--- config.mk ---
export PLATFORM = sky130hd
export DESIGN_NAME = reed_solomon_encoder
export DESIGN_NICKNAME = d
export VERILOG_FILES = /design/src/rtl/reed_solomon_pkg.sv /design/src/rtl/reed_solomon_gf_mul_const.sv /design/src/rtl/reed_solomon_encoder.sv
export SDC_FILE = /design/constraint.sdc
export NUM_CORES = 1
export LEC_CHECK = 0
export CELL_PAD_IN_SITES_DETAIL_PLACEMENT = 0
export CELL_PAD_IN_SITES_GLOBAL_PLACEMENT = 1
export CORE_ASPECT_RATIO = 1.4
export CORE_MARGIN = 2
export CORE_UTILIZATION = 40
export DETAILED_ROUTE_END_ITERATION = 8
export PLACE_DENSITY_LB_ADDON = 0.1
export SLEW_MARGIN = 20
export SYNTH_ARGS = -nofsm -noshare
export SYNTH_HDL_FRONTEND = slang
export SYNTH_SLANG_ARGS = --single-unit
export TNS_END_PERCENT = 10
--- constraint.sdc ---
create_clock -name clk -period 17 [get_ports clk]
set_input_delay 5.1 -clock clk [delete_from_list [all_inputs] [get_ports clk]]
set_output_delay 5.1 -clock clk [all_outputs]
set_load 0.02 [all_outputs]
--- src/rtl/reed_solomon_pkg.sv ---
// Shared GF(2^8) types and elaboration-time helpers for the Reed-Solomon encoder.
package reed_solomon_pkg;

  localparam int unsigned SYM_W      = 8;
  localparam int unsigned MAX_PARITY = 64;
  localparam logic [8:0]  GF_POLY    = 9'h11D;

  typedef logic [SYM_W-1:0] rs_sym_t;
  typedef logic [MAX_PARITY-1:0][SYM_W-1:0] rs_gen_t;

  typedef enum logic {RS_ENC_DATA, RS_ENC_PARITY} rs_enc_state_t;

  // Shift-and-add multiply, reducing by the field polynomial each step.
  function automatic rs_sym_t gf_mul(input rs_sym_t a, input rs_sym_t b);
    rs_sym_t acc;
    rs_sym_t x;
    acc = '0;
    x   = a;
    for (int i = 0; i < 8; i++) begin
      if (b[i]) acc = acc ^ x;
      x = x[7] ? ({x[6:0], 1'b0} ^ GF_POLY[7:0]) : {x[6:0], 1'b0};
    end
    return acc;
  endfunction

  // Coefficients g[0..nsym-1] of prod(x + alpha^i); the monic leading term is implied.
  function automatic rs_gen_t gf_gen_poly(input int unsigned nsym);
    rs_sym_t g [MAX_PARITY+1];
    rs_sym_t root;
    rs_gen_t gen;
    for (int k = 0; k <= int'(MAX_PARITY); k++) g[k] = '0;
    g[0] = 8'h01;
    root = 8'h01;
    for (int i = 0; i < int'(MAX_PARITY); i++) begin
      if (i < int'(nsym)) begin
        for (int j = int'(MAX_PARITY); j > 0; j--) g[j] = g[j-1] ^ gf_mul(g[j], root);
        g[0] = gf_mul(g[0], root);
        root = gf_mul(root, 8'h02);
      end
    end
    gen = '0;
    for (int k = 0; k < int'(MAX_PARITY); k++) gen[k] = (k < int'(nsym)) ? g[k] : '0;
    return gen;
  endfunction

endpackage

--- src/rtl/reed_solomon_gf_mul_const.sv ---
// Combinational GF(2^8) multiply by a constant fixed at elaboration.
module reed_solomon_gf_mul_const
  import reed_solomon_pkg::*;
#(
  parameter rs_sym_t COEF = 8'h01
) (
  input  rs_sym_t a,
  output rs_sym_t product_c
);

  assign product_c = gf_mul(a, COEF);

endmodule

--- src/rtl/reed_solomon_encoder.sv ---
// Byte-serial systematic RS encoder: message bytes pass straight through, then LFSR parity.
module reed_solomon_encoder
  import reed_solomon_pkg::*;
#(
  parameter int unsigned MSG_SYMS    = 223,
  parameter int unsigned PARITY_SYMS = 32
) (
  input  logic        clk,
  input  logic        reset,
  input  logic [7:0]  in_data,
  input  logic        in_valid,
  output logic        in_ready,
  output logic [7:0]  out_data,
  output logic        out_valid,
  input  logic        out_ready,
  output logic        out_last,
  output logic [31:0] codeword_count
);

  localparam rs_gen_t    GEN      = gf_gen_poly(PARITY_SYMS);
  localparam logic [7:0] LAST_MSG = 8'(MSG_SYMS - 1);
  localparam logic [7:0] LAST_PAR = 8'(PARITY_SYMS - 1);

  rs_enc_state_t state, state_next;
  rs_sym_t       parity  [PARITY_SYMS];
  rs_sym_t       fb_prod [PARITY_SYMS];
  rs_sym_t       fb;
  logic [7:0]    sym_cnt;
  logic          shift_msg;
  logic          shift_par;
  logic          cnt_last;

  assign fb = in_data ^ parity[PARITY_SYMS-1];

  // One constant multiplier per generator tap, all fed by the feedback byte.
  for (genvar i = 0; i < int'(PARITY_SYMS); i++) begin : g_tap
    reed_solomon_gf_mul_const #(.COEF(GEN[i])) u_mul (
      .a        (fb),
      .product_c(fb_prod[i])
    );
  end

  always_ff @(posedge clk or posedge reset) begin
    if (reset) state <= RS_ENC_DATA;
    else       state <= state_next;
  end

  // Handshake, output mux and next-state selection.
  always_comb begin
    state_next = state;
    in_ready   = 1'b0;
    out_valid  = 1'b0;
    out_data   = '0;
    out_last   = 1'b0;
    shift_msg  = 1'b0;
    shift_par  = 1'b0;
    cnt_last   = 1'b0;
    case (state)
      RS_ENC_DATA: begin
        in_ready  = out_ready;
        out_valid = in_valid;
        out_data  = in_data;
        cnt_last  = (sym_cnt == LAST_MSG);
        if (in_valid && out_ready) begin
          shift_msg = 1'b1;
          if (cnt_last) state_next = RS_ENC_PARITY;
        end
      end
      RS_ENC_PARITY: begin
        out_valid = 1'b1;
        out_data  = parity[PARITY_SYMS-1];
        cnt_last  = (sym_cnt == LAST_PAR);
        out_last  = cnt_last;
        if (out_ready) begin
          shift_par = 1'b1;
          if (cnt_last) state_next = RS_ENC_DATA;
        end
      end
      default: state_next = RS_ENC_DATA;
    endcase
  end

  // Parity LFSR: divide while the message streams, then shift out highest term first.
  always_ff @(posedge clk or posedge reset) begin
    if (reset) begin
      for (int i = 0; i < int'(PARITY_SYMS); i++) parity[i] <= '0;
    end else if (shift_msg) begin
      parity[0] <= fb_prod[0];
      for (int i = 1; i < int'(PARITY_SYMS); i++) parity[i] <= parity[i-1] ^ fb_prod[i];
    end else if (shift_par) begin
      parity[0] <= '0;
      for (int i = 1; i < int'(PARITY_SYMS); i++) parity[i] <= parity[i-1];
    end
  end

  always_ff @(posedge clk or posedge reset) begin
    if (reset) begin
      sym_cnt        <= '0;
      codeword_count <= '0;
    end else begin
      if (shift_msg || shift_par) sym_cnt <= cnt_last ? 8'd0 : sym_cnt + 8'd1;
      if (shift_par && cnt_last)  codeword_count <= codeword_count + 32'd1;
    end
  end

endmodule
==> metrics.cfg <==
[drt]
drcViolationCount = 0
drtPass1Iterations = 4
totalWireLength_um = 45000
avgRoutedWirePerCell_um = 20.2
vias_per_cell = 4.95
ant_nets = 0
drt_iter0_drc = 658
vias = 11046

[final_layout]
drive_gt1_share_pct = 7.61
final_core_utilization_pct = 46.2
final-seq-area_um2 = 7430
final_common_cell = xnor2_1
fillers = 3903
areaGrowthSynthToFinish_pct = 14.0
multiInputGateArea_um2 = 8550
layout_common_cells = xnor2_1 (327), dfrtp_1 (297), nand2_1 (269)
diodes = 0
nNetsFinal = 1687

[die]
core_area_um2 = 40300
start_util_pct = 40.5
ios = 55
die_w_um = 175
rows = 87
dieArea_um2 = 42500
fp.dieH_um = 243

[timing]
finalHoldViolCount = 0
finalCriticalPeriod_ns = 11.78
fin_tns_setup_ns = 0
clock_skew_ns = 0.0183
setup_viol_count_final = 0
rsz0062_at_grt = no
worst_pin_slew_ns = 1.12
fmax_ghz = 0.0849
slew_headroom_pct = 24.8
fin_crit_sh_pct = 69.3
slew_viol_final = 0

[clock_tree]
cts_tree = yes
clk_root_buffer_cell = clkbuf_16
htreeDepth = 2
hold_buffers = 0
cts_setup_buffers = 0
cts_buffer_depth = 3
cts_sinks = 297
cts.reportedPaths.clkPinSlew_ns = 0.06
cts_buffers = 35
cts_resized = 0
clk_latency_ns = 0.53

[logic_synthesis]
yosys_register_bits = 297
syn_inst = 1648
yosysSeqAreaShare_pct = 45.5
synth.area.top_cells = dfrtp_1 (46%), xnor2_1 (18%), o21ai_0 (7.4%)
ys_warn_count = 0
synth_edf_count = 0
syn_area_per_cell_um2 = 9.90
ys_types = 49
synth_ff_type = dfrtp_1
yosysTopAreaCellShare_pct = 45.5
yosysTopAreaCell = dfrtp_1
synth_async_sr_flop_share_pct = 100
synth_nets = 1663
synth_area_um2 = 16300

[critical_path]
arrival_ns = 6.68
timing.rr.end = parity[170]$_DFFE_PP0P_
end_kind = output port
rr_worst_depth = 6
crit_buf_inv = 3
cp_slowest_cell = clkdlybuf4s50_1
slowest_delay_ns = 0.66
path_class = primary input to output port
rr_startpoint = state$_DFF_PP0_
cp-start-kind = primary input
cpMostUsedCell = clkdlybuf4s50_1
rrSetupSlack_ns = 13.31
required_ns = 11.90
crit_family = buffers and inverters
crit_chain = clkdlybuf4s50_1 -> inv_1 -> nor2_1 -> clkdlybuf4s50_1
crit_fanout = 5

[grt]
track_usage_pct = 21.8
grt_pass1_wl_um = 70100
first_global_vias = 11271
grt_remaining_overflow = 0
grt_start_max_net_pins = 248
grt_antenna_before_repair = 0

[placement]
dpl.hpwl_um = 29800
gp_congestion = 0.790
port_buffers = 54

[run_status]
status = completed

[power]
pwr_density_cell_nw_per_um2 = 260
leakagePower_nw = 7.77
peakVddDrop_uv = 117

[hold_path]
hp-start = codeword_count[31]$_DFFE_PP0P_
hold_path.class = flop to flop
holdPathStages = 1
min_to = codeword_count[31]$_DFFE_PP0P_

[flow_run]
drv_cap = 0

synth_stat cells (10+ instances only):
cell type / instances
xnor2_2: 18
clkbuf_1: 68
o21ai_0: 241
nor2_1: 150
a22oi_1: 10
a31oi_1: 11
xor2_1: 35
nand3_1: 30
or3_1: 16
nand2_1: 271
xnor2_1: 332
xnor3_1: 42
dfrtp_1: 297
buf_1: 10
mux2_2: 10
registers in the layout, indices dropped and copies added, names as in the netlist:
signal          cells
sym_cnt             8
codeword_count     32
parity            256
state               1
area by class of cell:
cell class	instances	share of cell area [%]
Sequential cell	297	39.9
Timing Repair Buffer	78	3.96
Tap cell	534	3.59
Clock buffer	48	5.47
Clock inverter	13	0.908
Multi-Input combinational cell	1254	46.0
Inverter	6	0.161
through the flow:
step / power (mW) / hold slack (ns) / setup slack [ns] / cells / area, um2
after floorplan: 3.24 / 0.459 / 3.70 / 1648 / 16300
after global placement: 4.05 / 0.462 / 5.23 / 2169 / 17400
after detailed placement: 4.07 / 0.472 / 5.22 / 2169 / 17400
after CTS: 4.89 / 0.481 / 5.21 / 2230 / 18600
after global routing: 5.13 / 0.504 / 5.09 / 2230 / 18600
final: 4.83 / 0.469 / 5.22 / 2230 / 18600
per-layer routing:
metal,GRT usage (%),vias up,wire [um]
li1,-,5444,-
met1,28.5,5327,19800
met2,37.3,198,22200
met3,2.46,77,1410
met4,7.65,0,1560
met5,0,-,0
cells by family (layout without fill, tap and decap cells):
| kind of cell | Yosys count | after routing | synth area share (%) |
|---|---|---|---|
| flip-flops | 297 | 297 | 45.5 |
| AND/OR/NAND/NOR | 520 | 520 | 13.4 |
| multiplexers | 10 | 10 | 0.690 |
| buffers and inverters | 97 | 145 | 2.45 |
| AO/OA/AOI/OAI | 286 | 286 | 9.28 |
| adder cells (fa/ha/maj) | 3 | 3 | 0.230 |
| XOR/XNOR | 435 | 435 | 28.4 |
report_power, final:
group,total (mW),switching (mW),internal (mW)
clock,0.791,0.312,0.480
combinational,2.83,1.53,1.30
sequential,1.21,0.224,0.990
total,4.83,2.06,2.77
worst max-delay path by stage:
stage	startpoint	to	slack, ns	cells after the start
global placement	out_ready	in_ready	5.23	4
CTS	out_ready	in_ready	5.21	4
finish	out_ready	in_ready	5.22	4
detailed placement	out_ready	in_ready	5.22	4
global route	out_ready	in_ready	5.09	4
floorplan	reset	codeword_count[0]$_DFFE_PP0P_	3.70	1
(Power assumes the default switching activity.)
